[src/rtl/muldiv_unit_if.sv]
// muldiv_unit_if: request/result handshake bundle between the execute stage and muldiv_unit
interface muldiv_unit_if #(
    parameter int XLEN  = 32,
    parameter int TAG_W = 5
);
    logic             in_valid;
    logic             in_ready;
    logic [2:0]       funct3;
    logic [XLEN-1:0]  op1;
    logic [XLEN-1:0]  op2;
    logic [TAG_W-1:0] in_tag;
    logic             flush;
    logic             out_valid;
    logic             out_ready;
    logic [XLEN-1:0]  result;
    logic [TAG_W-1:0] out_tag;
    logic             busy;
    modport master (
        output in_valid, funct3, op1, op2, in_tag, flush, out_ready,
        input  in_ready, out_valid, result, out_tag, busy
    );
    modport slave (
        input  in_valid, funct3, op1, op2, in_tag, flush, out_ready,
        output in_ready, out_valid, result, out_tag, busy
    );
endinterface

[src/rtl/muldiv_unit.sv]
// muldiv_unit: iterative RV32M/RV64M multiply/divide, one result bit per cycle
module muldiv_unit #(
    parameter int XLEN  = 32,
    parameter int TAG_W = 5
) (
    input logic          clk,
    input logic          rst,
    muldiv_unit_if.slave bus
);
    localparam int CW = $clog2(XLEN);
    typedef enum logic [1:0] {IDLE, CALC, DONE} state_t;
    state_t             r_state, w_state;
    logic [CW-1:0]      r_cnt;
    logic [2:0]         r_f3;
    logic [TAG_W-1:0]   r_tag;
    logic [XLEN-1:0]    r_a, r_b, r_res;
    logic [2*XLEN-1:0]  r_acc;
    logic               r_neg;
    logic               w_go, w_s1, w_s2, w_neg, w_dz, w_ovf, w_spec;
    logic [XLEN-1:0]    w_abs1, w_abs2, w_sres, w_madd, w_q, w_r, w_fin;
    logic [XLEN:0]      w_msum, w_diff;
    logic [2*XLEN-1:0]  w_step, w_prod;
    // Operands are held as magnitudes; r_neg is the sign of the selected result
    assign w_s1   = bus.op1[XLEN-1] & (bus.funct3[2] ? ~bus.funct3[0] : bus.funct3[1:0] != 2'b11);
    assign w_s2   = bus.op2[XLEN-1] & (bus.funct3[2] ? ~bus.funct3[0] : ~bus.funct3[1]);
    assign w_neg  = (bus.funct3[2] & bus.funct3[1]) ? w_s1 : w_s1 ^ w_s2;
    assign w_abs1 = w_s1 ? -bus.op1 : bus.op1;
    assign w_abs2 = w_s2 ? -bus.op2 : bus.op2;
    assign w_dz   = bus.funct3[2] & ~|bus.op2;
    assign w_ovf  = bus.funct3[2] & ~bus.funct3[0] & (bus.op1 == {1'b1, {(XLEN-1){1'b0}}}) & (&bus.op2);
    assign w_spec = w_dz | w_ovf;
    assign w_sres = w_dz ? (bus.funct3[1] ? bus.op1 : '1) : (bus.funct3[1] ? '0 : bus.op1);
    assign w_go   = bus.in_valid & ~bus.flush & (r_state == IDLE);
    // Multiply: add into the upper half, shift right. Divide: {rem, quotient} shift left.
    assign w_madd = r_b[0] ? r_a : '0;
    assign w_msum = {1'b0, r_acc[2*XLEN-1:XLEN]} + {1'b0, w_madd};
    assign w_diff = r_acc[2*XLEN-1:XLEN-1] - {1'b0, r_b};
    assign w_step = r_f3[2] ? (w_diff[XLEN] ? {r_acc[2*XLEN-2:0], 1'b0}
                                            : {w_diff[XLEN-1:0], r_acc[XLEN-2:0], 1'b1})
                            : {w_msum, r_acc[XLEN-1:1]};
    assign w_prod = r_neg ? -w_step : w_step;
    assign w_q    = r_neg ? -w_step[XLEN-1:0] : w_step[XLEN-1:0];
    assign w_r    = r_neg ? -w_step[2*XLEN-1:XLEN] : w_step[2*XLEN-1:XLEN];
    assign w_fin  = r_f3[2] ? (r_f3[1] ? w_r : w_q)
                            : (r_f3[1:0] == 2'b00 ? w_prod[XLEN-1:0] : w_prod[2*XLEN-1:XLEN]);
    always_ff @(posedge clk)
        r_state <= rst ? IDLE : w_state;
    always_comb
        w_state = bus.flush          ? IDLE :
                  r_state == IDLE    ? (w_go ? (w_spec ? DONE : CALC) : IDLE) :
                  r_state == CALC    ? (r_cnt == '0 ? DONE : CALC) :
                  bus.out_ready      ? IDLE : DONE;
    always_comb begin
        bus.in_ready  = r_state == IDLE;
        bus.out_valid = r_state == DONE;
        bus.busy      = r_state != IDLE;
        bus.result    = r_res;
        bus.out_tag   = r_tag;
    end
    always_ff @(posedge clk) begin
        if (rst) begin
            r_cnt <= '0;
            r_f3  <= '0;
            r_tag <= '0;
            r_a   <= '0;
            r_b   <= '0;
            r_res <= '0;
            r_acc <= '0;
            r_neg <= 1'b0;
        end else if (w_go) begin
            r_f3  <= bus.funct3;
            r_tag <= bus.in_tag;
            r_a   <= w_abs1;
            r_b   <= w_abs2;
            r_neg <= w_neg;
            r_cnt <= CW'(XLEN - 1);
            r_acc <= bus.funct3[2] ? {{XLEN{1'b0}}, w_abs1} : '0;
            if (w_spec)
                r_res <= w_sres;
        end else if (r_state == CALC && !bus.flush) begin
            r_acc <= w_step;
            r_b   <= r_f3[2] ? r_b : r_b >> 1;
            r_cnt <= r_cnt - 1'b1;
            if (r_cnt == '0)
                r_res <= w_fin;
        end
    end
endmodule

[src/flat_wrapper.sv]
// flat-port wrapper written by rule: the top's interface ports become plain ports
module muldiv_unit_flat 
#(
    parameter int XLEN  = 32,
    parameter int TAG_W = 5
)
  (clk, rst, bus_in_valid, bus_funct3, bus_op1, bus_op2, bus_in_tag, bus_flush, bus_out_ready, bus_in_ready, bus_out_valid, bus_result, bus_out_tag, bus_busy);
  muldiv_unit_if #(.XLEN(XLEN), .TAG_W(TAG_W)) bus_i ();
  input logic clk;
  input logic rst;
  input wire logic [$bits(bus_i.in_valid)-1:0] bus_in_valid;
  input wire logic [$bits(bus_i.funct3)-1:0] bus_funct3;
  input wire logic [$bits(bus_i.op1)-1:0] bus_op1;
  input wire logic [$bits(bus_i.op2)-1:0] bus_op2;
  input wire logic [$bits(bus_i.in_tag)-1:0] bus_in_tag;
  input wire logic [$bits(bus_i.flush)-1:0] bus_flush;
  input wire logic [$bits(bus_i.out_ready)-1:0] bus_out_ready;
  output wire logic [$bits(bus_i.in_ready)-1:0] bus_in_ready;
  output wire logic [$bits(bus_i.out_valid)-1:0] bus_out_valid;
  output wire logic [$bits(bus_i.result)-1:0] bus_result;
  output wire logic [$bits(bus_i.out_tag)-1:0] bus_out_tag;
  output wire logic [$bits(bus_i.busy)-1:0] bus_busy;
  assign bus_i.in_valid = bus_in_valid;
  assign bus_i.funct3 = bus_funct3;
  assign bus_i.op1 = bus_op1;
  assign bus_i.op2 = bus_op2;
  assign bus_i.in_tag = bus_in_tag;
  assign bus_i.flush = bus_flush;
  assign bus_i.out_ready = bus_out_ready;
  assign bus_in_ready = bus_i.in_ready;
  assign bus_out_valid = bus_i.out_valid;
  assign bus_result = bus_i.result;
  assign bus_out_tag = bus_i.out_tag;
  assign bus_busy = bus_i.busy;
  muldiv_unit #(.XLEN(XLEN), .TAG_W(TAG_W)) u_core (.clk(clk), .rst(rst), .bus(bus_i));
endmodule
[config.mk]
export PLATFORM = sky130hd
export DESIGN_NAME = muldiv_unit_flat
export DESIGN_NICKNAME = d
export VERILOG_FILES = /design/src/rtl/muldiv_unit_if.sv /design/src/rtl/muldiv_unit.sv /design/src/flat_wrapper.sv
export SDC_FILE = /design/constraint.sdc
export NUM_CORES = 1
export LEC_CHECK = 0
export ABC_AREA = 1
export BUFFER_PORTS_ARGS = -buffer_cell sky130_fd_sc_hd__buf_2
export CAP_MARGIN = 20
export CORE_ASPECT_RATIO = 2
export CORE_UTILIZATION = 40
export CTS_CLUSTER_SIZE = 10
export DETAILED_ROUTE_END_ITERATION = 8
export GPL_TIMING_DRIVEN = 0
export PLACE_DENSITY = 0.54
export SYNTH_ARGS = -nofsm -noshare
export SYNTH_HDL_FRONTEND = slang
export SYNTH_SLANG_ARGS = --single-unit
[constraint.sdc]
create_clock -name clk -period 10 [get_ports clk]
set_clock_uncertainty 0.15 [all_clocks]
set_input_delay 1.5 -clock clk [delete_from_list [all_inputs] [get_ports clk]]
set_output_delay 1.5 -clock clk [all_outputs]
set_load 0.02 [all_outputs]
* Word-level counts from Yosys, hierarchy flattened
Cells that the tools add are included.
** Operators by class
- Add/subtract/negate cells :: 8
- $mul :: 0
- Div/mod/pow operators :: 0
- Order comparisons :: 0
- Equality and inequality tests :: 6
- Shift-type cells :: 0
- Multiplexer cells :: 35
- Bitwise logic cells :: 14
- Reductions and logical operators :: 14
** Operators with widths (count)
- 2-to-1 mux 32 bit :: 19
- 2-to-1 mux 64 bit :: 5
- negator 32 bit :: 4
- negator 64 bit :: 1
- adder 32 x 32 -> 33 bit :: 1
- subtractor 33 x 32 -> 33 bit :: 1
- == test 32 bit (second input constant) :: 1
- AND reduction 32 bit :: 1
- OR reduction 32 bit :: 1
- 2-to-1 mux 2 bit :: 6
- 2-to-1 mux 5 bit :: 2
- bitwise AND 1 bit :: 9
- inequality test 2 bit (second input constant) :: 3
- nonzero test 2 bit :: 3
- logical NOT 5 bit :: 1
- subtractor 5 x 1 -> 5 bit (second input constant) :: 1
- logical NOT 2 bit :: 2
- 2-to-1 mux 1 bit :: 3
- inverter 1 bit :: 3
- AND reduction 3 bit :: 1
- == test 2 x 1 -> 1 bit (second input constant) :: 1
- == test 2 bit (second input constant) :: 1
- logical NOT 1 bit :: 2
- AND reduction 2 bit :: 1
- 4 further kinds :: 4
** Word-level totals
- Register bits :: 176
- Bits in latches :: 0
- Memory bits (writable) :: 0
- Bits in read-only memories :: 0
- Output and inout bits :: 40
- Word-level logic and storage cells :: 86
- Memories :: 0

* Longest topological paths before layout
- Depth in word-level cells :: 10
- Mapped depth :: 36
- Depth with buffers taken out :: 36

* Least setup slack after synthesis
No wires, ideal clock.
- Kind :: input port to flip-flop
- Start point :: in bus_op1[0]
- End point :: reg u_core.r_res[13], in the netlist u_core.bus.result[13]
- Arrival time :: 3640 ps
- Data required time :: 9730 ps
- Slack :: 6090 ps
- Stages :: 16
- Path through :: inv_1 ha_1 inv_1 nor3_1 nand3_1 nor3_1 nand4_1 nor4_1 nand4_1 nand3_1 nand2_1 inv_2 clkbuf_1 o21ai_0 a21oi_1 a21oi_1
** Between the ends
- Longest elaborated chain between the ends :: 6
** RTL lines
- start: declaration :: RTL line flat_wrapper.sv:13 : input wire logic [$bits(bus_i.op1)-1:0] bus_op1;
- == test 32 bit :: RTL line muldiv_unit.sv:30 : assign w_ovf = bus.funct3[2] & ~bus.funct3[0] & (bus.op1 == {1'b1, {(XLEN-1){1'b0}}}) & (&bus.op2);
- bitwise AND 1 bit (2 in series) :: RTL line muldiv_unit.sv:30
- OR 1 bit :: RTL line muldiv_unit.sv:31 : assign w_spec = w_dz | w_ovf;
- inequality test 2 bit (no source line)
- AND reduction 3 bit (no source line)
- end signal: assignment :: RTL line muldiv_unit.sv:79 : r_res <= w_sres;
- end signal: assignment :: RTL line muldiv_unit.sv:85 : r_res <= w_fin;
- end: declaration :: RTL line muldiv_unit.sv:16 : logic [XLEN-1:0] r_a, r_b, r_res;
No other way between the ends.
A chain may end at the register's enable or synchronous reset.

* Final worst setup path
- Start point :: reg u_core.r_acc[56]
- End point :: reg u_core.r_res[22], in the netlist u_core.bus.result[22]
** Between the ends
- Longest elaborated chain between the ends :: 10
- Elaborated cells between the ends (all ways) :: 15
- Classes of those cells :: add/sub: 4; mux: 11
** RTL lines
- start: declaration :: RTL line muldiv_unit.sv:17 : logic [2*XLEN-1:0] r_acc;
- start signal: assignment :: RTL line muldiv_unit.sv:77 : r_acc <= bus.funct3[2] ? {{XLEN{1'b0}}, w_abs1} : '0;
- start signal: assignment :: RTL line muldiv_unit.sv:81 : r_acc <= w_step;
- subtractor 33 x 32 -> 33 bit * :: RTL line muldiv_unit.sv:37 : assign w_diff = r_acc[2*XLEN-1:XLEN-1] - {1'b0, r_b};
- 2-to-1 mux 64 bit * (2 in series) :: RTL line muldiv_unit.sv:38 : assign w_step = r_f3[2] ? (w_diff[XLEN] ? {r_acc[2*XLEN-2:0], 1'b0}
- negator 64 bit (tied with other cells) :: RTL line muldiv_unit.sv:41 : assign w_prod = r_neg ? -w_step : w_step;
- 2-to-1 mux 64 bit (tied with other cells) :: RTL line muldiv_unit.sv:41
- 2-to-1 mux 32 bit, on equally long branches :: RTL line muldiv_unit.sv:45, muldiv_unit.sv:44
- 2-to-1 mux 32 bit * :: RTL line muldiv_unit.sv:44 : assign w_fin = r_f3[2] ? (r_f3[1] ? w_r : w_q)
- 2-to-1 mux 32 bit * :: RTL line muldiv_unit.sv:84 : if (r_cnt == '0)
- 2-to-1 mux 32 bit * :: RTL line muldiv_unit.sv:80 : end else if (r_state == CALC && !bus.flush) begin
- 2-to-1 mux 32 bit * :: RTL line muldiv_unit.sv:70 : end else if (w_go) begin
Every way passes the cells marked *; elsewhere a longest branch is shown, timed or not. The select of a mux whose other input is x is not followed.

==> impl_results.html <==
<table>
<tr><th>Metric</th><th>Value</th></tr>
<tr><th colspan="2">Outcome</th></tr>
<tr><td>Run status</td><td>finished clean</td></tr>
<tr><th colspan="2">Timing</th></tr>
<tr><td>Period utilization</td><td>58.3%</td></tr>
<tr><td>Number of pins exceeding their max-slew limit in the final report</td><td>0</td></tr>
<tr><td>RSZ-0062 raised after global routing</td><td>false</td></tr>
<tr><td>Transition time of the tightest slew-check pin</td><td>1.21 ns</td></tr>
<tr><td>Summed negative setup slack over all endpoints</td><td>0 ns</td></tr>
<tr><td>Final Setup Violations</td><td>0</td></tr>
<tr><td>Final-report hold violation count</td><td>0</td></tr>
<tr><td>Highest attainable clock frequency</td><td>171 MHz</td></tr>
<tr><td>Period minus WS final</td><td>5.83 ns</td></tr>
<tr><td>Slew HR</td><td>18.7%</td></tr>
<tr><th colspan="2">Detailed routing</th></tr>
<tr><td>Routed wire per std cell</td><td>27.1 um</td></tr>
<tr><td>Number of vias in the routed layout</td><td>25300</td></tr>
<tr><td>Routed Wire Length</td><td>116000 um</td></tr>
<tr><td>Post-DR vias/cell</td><td>5.92</td></tr>
<tr><td>Number of DRC markers after the initial detailed-route iteration</td><td>2891</td></tr>
<tr><td>Post-route DRC</td><td>0</td></tr>
<tr><td>Number of iterations in the first detailed-routing pass</td><td>9</td></tr>
<tr><td>Final antenna-violating net count</td><td>0</td></tr>
<tr><th colspan="2">Floorplan</th></tr>
<tr><td>Initial Util</td><td>40.8%</td></tr>
<tr><td>Vertical die dimension</td><td>314 um</td></tr>
<tr><td>Die Span X</td><td>158 um</td></tr>
<tr><td>Overall die area</td><td>49500 sq um</td></tr>
<tr><td>Boundary Pins</td><td>117</td></tr>
<tr><td>Core area</td><td>47600 sq um</td></tr>
<tr><td>Row count</td><td>113</td></tr>
<tr><th colspan="2">Clocking</th></tr>
<tr><td>Level count of the clock H-tree</td><td>4</td></tr>
<tr><td>Clk_lat worst skew</td><td>0.50 ns</td></tr>
<tr><td>Post-CTS setup repair buffer count</td><td>0</td></tr>
<tr><td>CTS tree</td><td>done</td></tr>
<tr><td>Root cell of the clock tree</td><td>clkbuf_16</td></tr>
<tr><td>CTS Sinks</td><td>176</td></tr>
<tr><td>Cts-stage hold buffer count</td><td>0</td></tr>
<tr><td>Clock tree buffer depth</td><td>2</td></tr>
<tr><td>Clock-pin transition on the worst setup and hold timing paths</td><td>0.09 ns</td></tr>
<tr><td>Num CTS Buffers</td><td>17</td></tr>
<tr><td>Post-cts resize count</td><td>0</td></tr>
<tr><th colspan="2">Critical path</th></tr>
<tr><td>Critical path fanouts, max</td><td>6</td></tr>
<tr><td>Setup slack of the most critical reg-to-reg path</td><td>4.17 ns</td></tr>
<tr><td>FF-to-FF path depth</td><td>30</td></tr>
<tr><td>CP Capture Type</td><td>register</td></tr>
<tr><td>Arrival time of data at the critical path endpoint</td><td>6.08 ns</td></tr>
<tr><td>Worst reg2reg startpoint</td><td>u_core.r_acc[56]</td></tr>
<tr><td>Cell type of the slowest stage on the worst timing path</td><td>dfxtp_1</td></tr>
<tr><td>Nature of the critical path startpoint</td><td>register</td></tr>
<tr><td>Crit-path most repeated cell</td><td>nand2_1</td></tr>
<tr><td>Path type of the worst setup path</td><td>reg -&gt; reg</td></tr>
<tr><td>Critical Path RT</td><td>10.24 ns</td></tr>
<tr><td>Destination of the worst register-to-register timing path</td><td>u_core.bus.result[22]</td></tr>
<tr><td>Delay of the slowest critical-path stage</td><td>0.73 ns</td></tr>
<tr><th colspan="2">GRT</th></tr>
<tr><td>Largest net degree at the start of global routing</td><td>20</td></tr>
<tr><td>Number of antenna violations at the first check in global routing</td><td>6</td></tr>
<tr><td>Remaining Overflow, GRT</td><td>0</td></tr>
<tr><td>Global router's overall resource usage</td><td>48.4%</td></tr>
<tr><td>Number of global-route vias before repair</td><td>24200</td></tr>
<tr><td>First-pass GRT wire length</td><td>168000 um</td></tr>
<tr><th colspan="2">Power and ir drop</th></tr>
<tr><td>Peak VDD IR</td><td>0.0998 mV</td></tr>
<tr><td>Total Power</td><td>2720 uW</td></tr>
<tr><td>Part of the power in combinational logic</td><td>44.6%</td></tr>
<tr><td>Power Density</td><td>127 nW/um^2</td></tr>
<tr><td>Sw Share</td><td>48.2%</td></tr>
<tr><td>Relative contribution of sequential cells to total power</td><td>28.4%</td></tr>
<tr><td>Clock power frac</td><td>27.0%</td></tr>
<tr><td>Leakage power</td><td>0.0109 uW</td></tr>
<tr><td>Internal Dissipation</td><td>1410 uW</td></tr>
<tr><td>Net switching power of the design</td><td>1310 uW</td></tr>
<tr><th colspan="2">Finish</th></tr>
<tr><td>Layout cells sized above 1</td><td>8.50%</td></tr>
<tr><td>Syn-to-layout area delta</td><td>10.2%</td></tr>
<tr><td>Layout Nets</td><td>3784</td></tr>
<tr><td>Commonest non-fill, non-tap cell in the layout</td><td>nand2_1</td></tr>
<tr><td>Fill cell instance count of the final layout</td><td>5457</td></tr>
<tr><td>Commonest cells after routing, fill and taps aside</td><td>nand2_1 (1012), inv_1 (485), nor2_1 (363)</td></tr>
<tr><th colspan="2">Synth</th></tr>
<tr><td>Most frequently used flop master after synthesis</td><td>dfxtp_1</td></tr>
<tr><td>Synth Register Bits</td><td>176</td></tr>
<tr><td>Share of synthesized area occupied by flip-flops and latches</td><td>18.1%</td></tr>
<tr><td>Average instance area after synthesis</td><td>5.55 sq um</td></tr>
<tr><td>Warning count from the yosys run</td><td>0</td></tr>
<tr><td>Number of flops mapped to enable cells by yosys</td><td>0</td></tr>
<tr><td>Largest cells by area after synthesis</td><td>nand2_1 (20%), dfxtp_1 (18%), inv_1 (9.4%)</td></tr>
<tr><td>Number of standard cells after synthesis</td><td>3498</td></tr>
<tr><td>FFs w/ async S/R, synth</td><td>0%</td></tr>
<tr><td>Share of the synthesized area in the top cell type</td><td>19.6%</td></tr>
<tr><td>Net count after synthesis</td><td>3647</td></tr>
<tr><td>Mapped cell area</td><td>19400 sq um</td></tr>
<tr><td>Biggest area consumer among synthesized cells</td><td>nand2_1</td></tr>
<tr><td>Post-synth cell types</td><td>60</td></tr>
<tr><th colspan="2">Placed design</th></tr>
<tr><td>Global placement routability congestion</td><td>1.11</td></tr>
<tr><td>Count of buffers inserted at the top-level ports</td><td>115</td></tr>
<tr><td>Post-detailed-placement half-perimeter wirelength</td><td>94000 um</td></tr>
<tr><th colspan="2">Flow run</th></tr>
<tr><td>Maximum capacitance violations</td><td>0</td></tr>
<tr><th colspan="2">Worst hold path</th></tr>
<tr><td>Hold Crit Class</td><td>reg -&gt; reg</td></tr>
<tr><td>Worst Hold Path Cells</td><td>2</td></tr>
<tr><td>Hold Path Origin</td><td>u_core.r_b[17]</td></tr>
<tr><td>Sink of the worst hold path</td><td>u_core.r_b[17]</td></tr>
</table>
[synth_stat cells (17+ instances only)]
cell and count:
a21oi_1 298, a221oi_1 21, buf_2 18, clkbuf_1 95, dfxtp_1 176, ha_1 70
inv_1 485, nand2_1 1012, nand2_2 38, nand3_1 222, nand4_1 30, nor2_1 363
nor3_1 31, o211ai_1 20, o21ai_0 283, o21ai_1 17, or2_2 17, xnor2_1 27
xor2_1 76
[registers in the layout (all words and copies together) (netlist names)]
register            flops
u_core.r_acc           64
u_core.bus.result      32
u_core.r_a             32
u_core.r_b             32
u_core.bus.out_tag      5
u_core.r_cnt            5
u_core.r_f3             3
u_core.r_state          2
u_core.r_neg            1
[cell families after synthesis]
kind of cell	Yosys count	synth area share, %
simple gates	1790	39.1
compound gates	716	20.4
buf+inv	641	13.0
flops	176	18.1
xor+xnor	103	4.64
fa+ha+maj	72	4.72
[final cells by class]
| type | instances | area, sq um | area share [%] |
|---|---|---|---|
| repair buffers | 118 | 598 | 2.79 |
| clock inverters | 14 | 156 | 0.730 |
| flip-flops and latches | 176 | 3520 | 16.5 |
| diodes | 1 | 2.50 | 0.0117 |
| clock buffers | 18 | 439 | 2.05 |
| well taps | 632 | 791 | 3.69 |
| inverters | 499 | 1870 | 8.75 |
| plain buffers | 142 | 658 | 3.07 |
| multi-input cells | 2681 | 13400 | 62.4 |
[power groups by stage]
| stage | Clock (uW) | Combinational (uW) | Sequential (uW) |
|---|---|---|---|
| floorplan | 0 | 711 | 788 |
| global placement | 0 | 1140 | 784 |
| detailed placement | 0 | 1140 | 785 |
| CTS | 725 | 1150 | 769 |
| global route | 756 | 1280 | 773 |
| finish | 734 | 1210 | 770 |
[stage by stage]
| stage | setup slack (ns) | instances | instance area [sq um] | util, % | hold slack (ns) |
|---|---|---|---|---|---|
| 2_1_floorplan | 6.09 | 3498 | 19400 | - | 0.291 |
| 3_3_place_gp | 4.23 | 4245 | 20800 | 43.6 | 0.303 |
| 3_5_place_dp | 4.24 | 4247 | 20800 | 43.7 | 0.307 |
| 4_1_cts | 4.57 | 4279 | 21400 | 44.9 | 0.319 |
| 5_1_grt | 4.02 | 4281 | 21400 | 44.9 | 0.338 |
| 6_report | 4.17 | 4281 | 21400 | 44.9 | 0.319 |
[worst max-delay path by stage]
stage,from,endpoint
2_1_floorplan,bus_op1[0],u_core.bus.result[13]
3_3_place_gp,bus_op1[0],u_core.bus.result[24]
3_5_place_dp,bus_op1[0],u_core.bus.result[24]
4_1_cts,u_core.r_acc[48],u_core.bus.result[22]
5_1_grt,u_core.r_acc[56],u_core.bus.result[22]
6_report,u_core.r_acc[56],u_core.bus.result[22]
[metal layers]
metal	global-route usage, %	vias to the layer above	wire length (um)	part of all wire [%]
met5	0.101	-	45	0.039
met4	56.3	8	17100	15
met3	16.1	712	10000	8.6
met2	78.4	1572	54100	47
met1	43.9	11500	34800	30
li1	-	11500	-	-
[worst max-delay path: cells and delay by family, from the launching register on]
family / cells / cell delay [ns]
DFF: 1 / 0.73
buffers and inverters: 3 / 0.30
adders and majority gates: 2 / 0.69
and+or+nand+nor: 22 / 2.96
AOI/OAI and AO/OA: 3 / 0.88
Power figures use the tool's default switching activity.
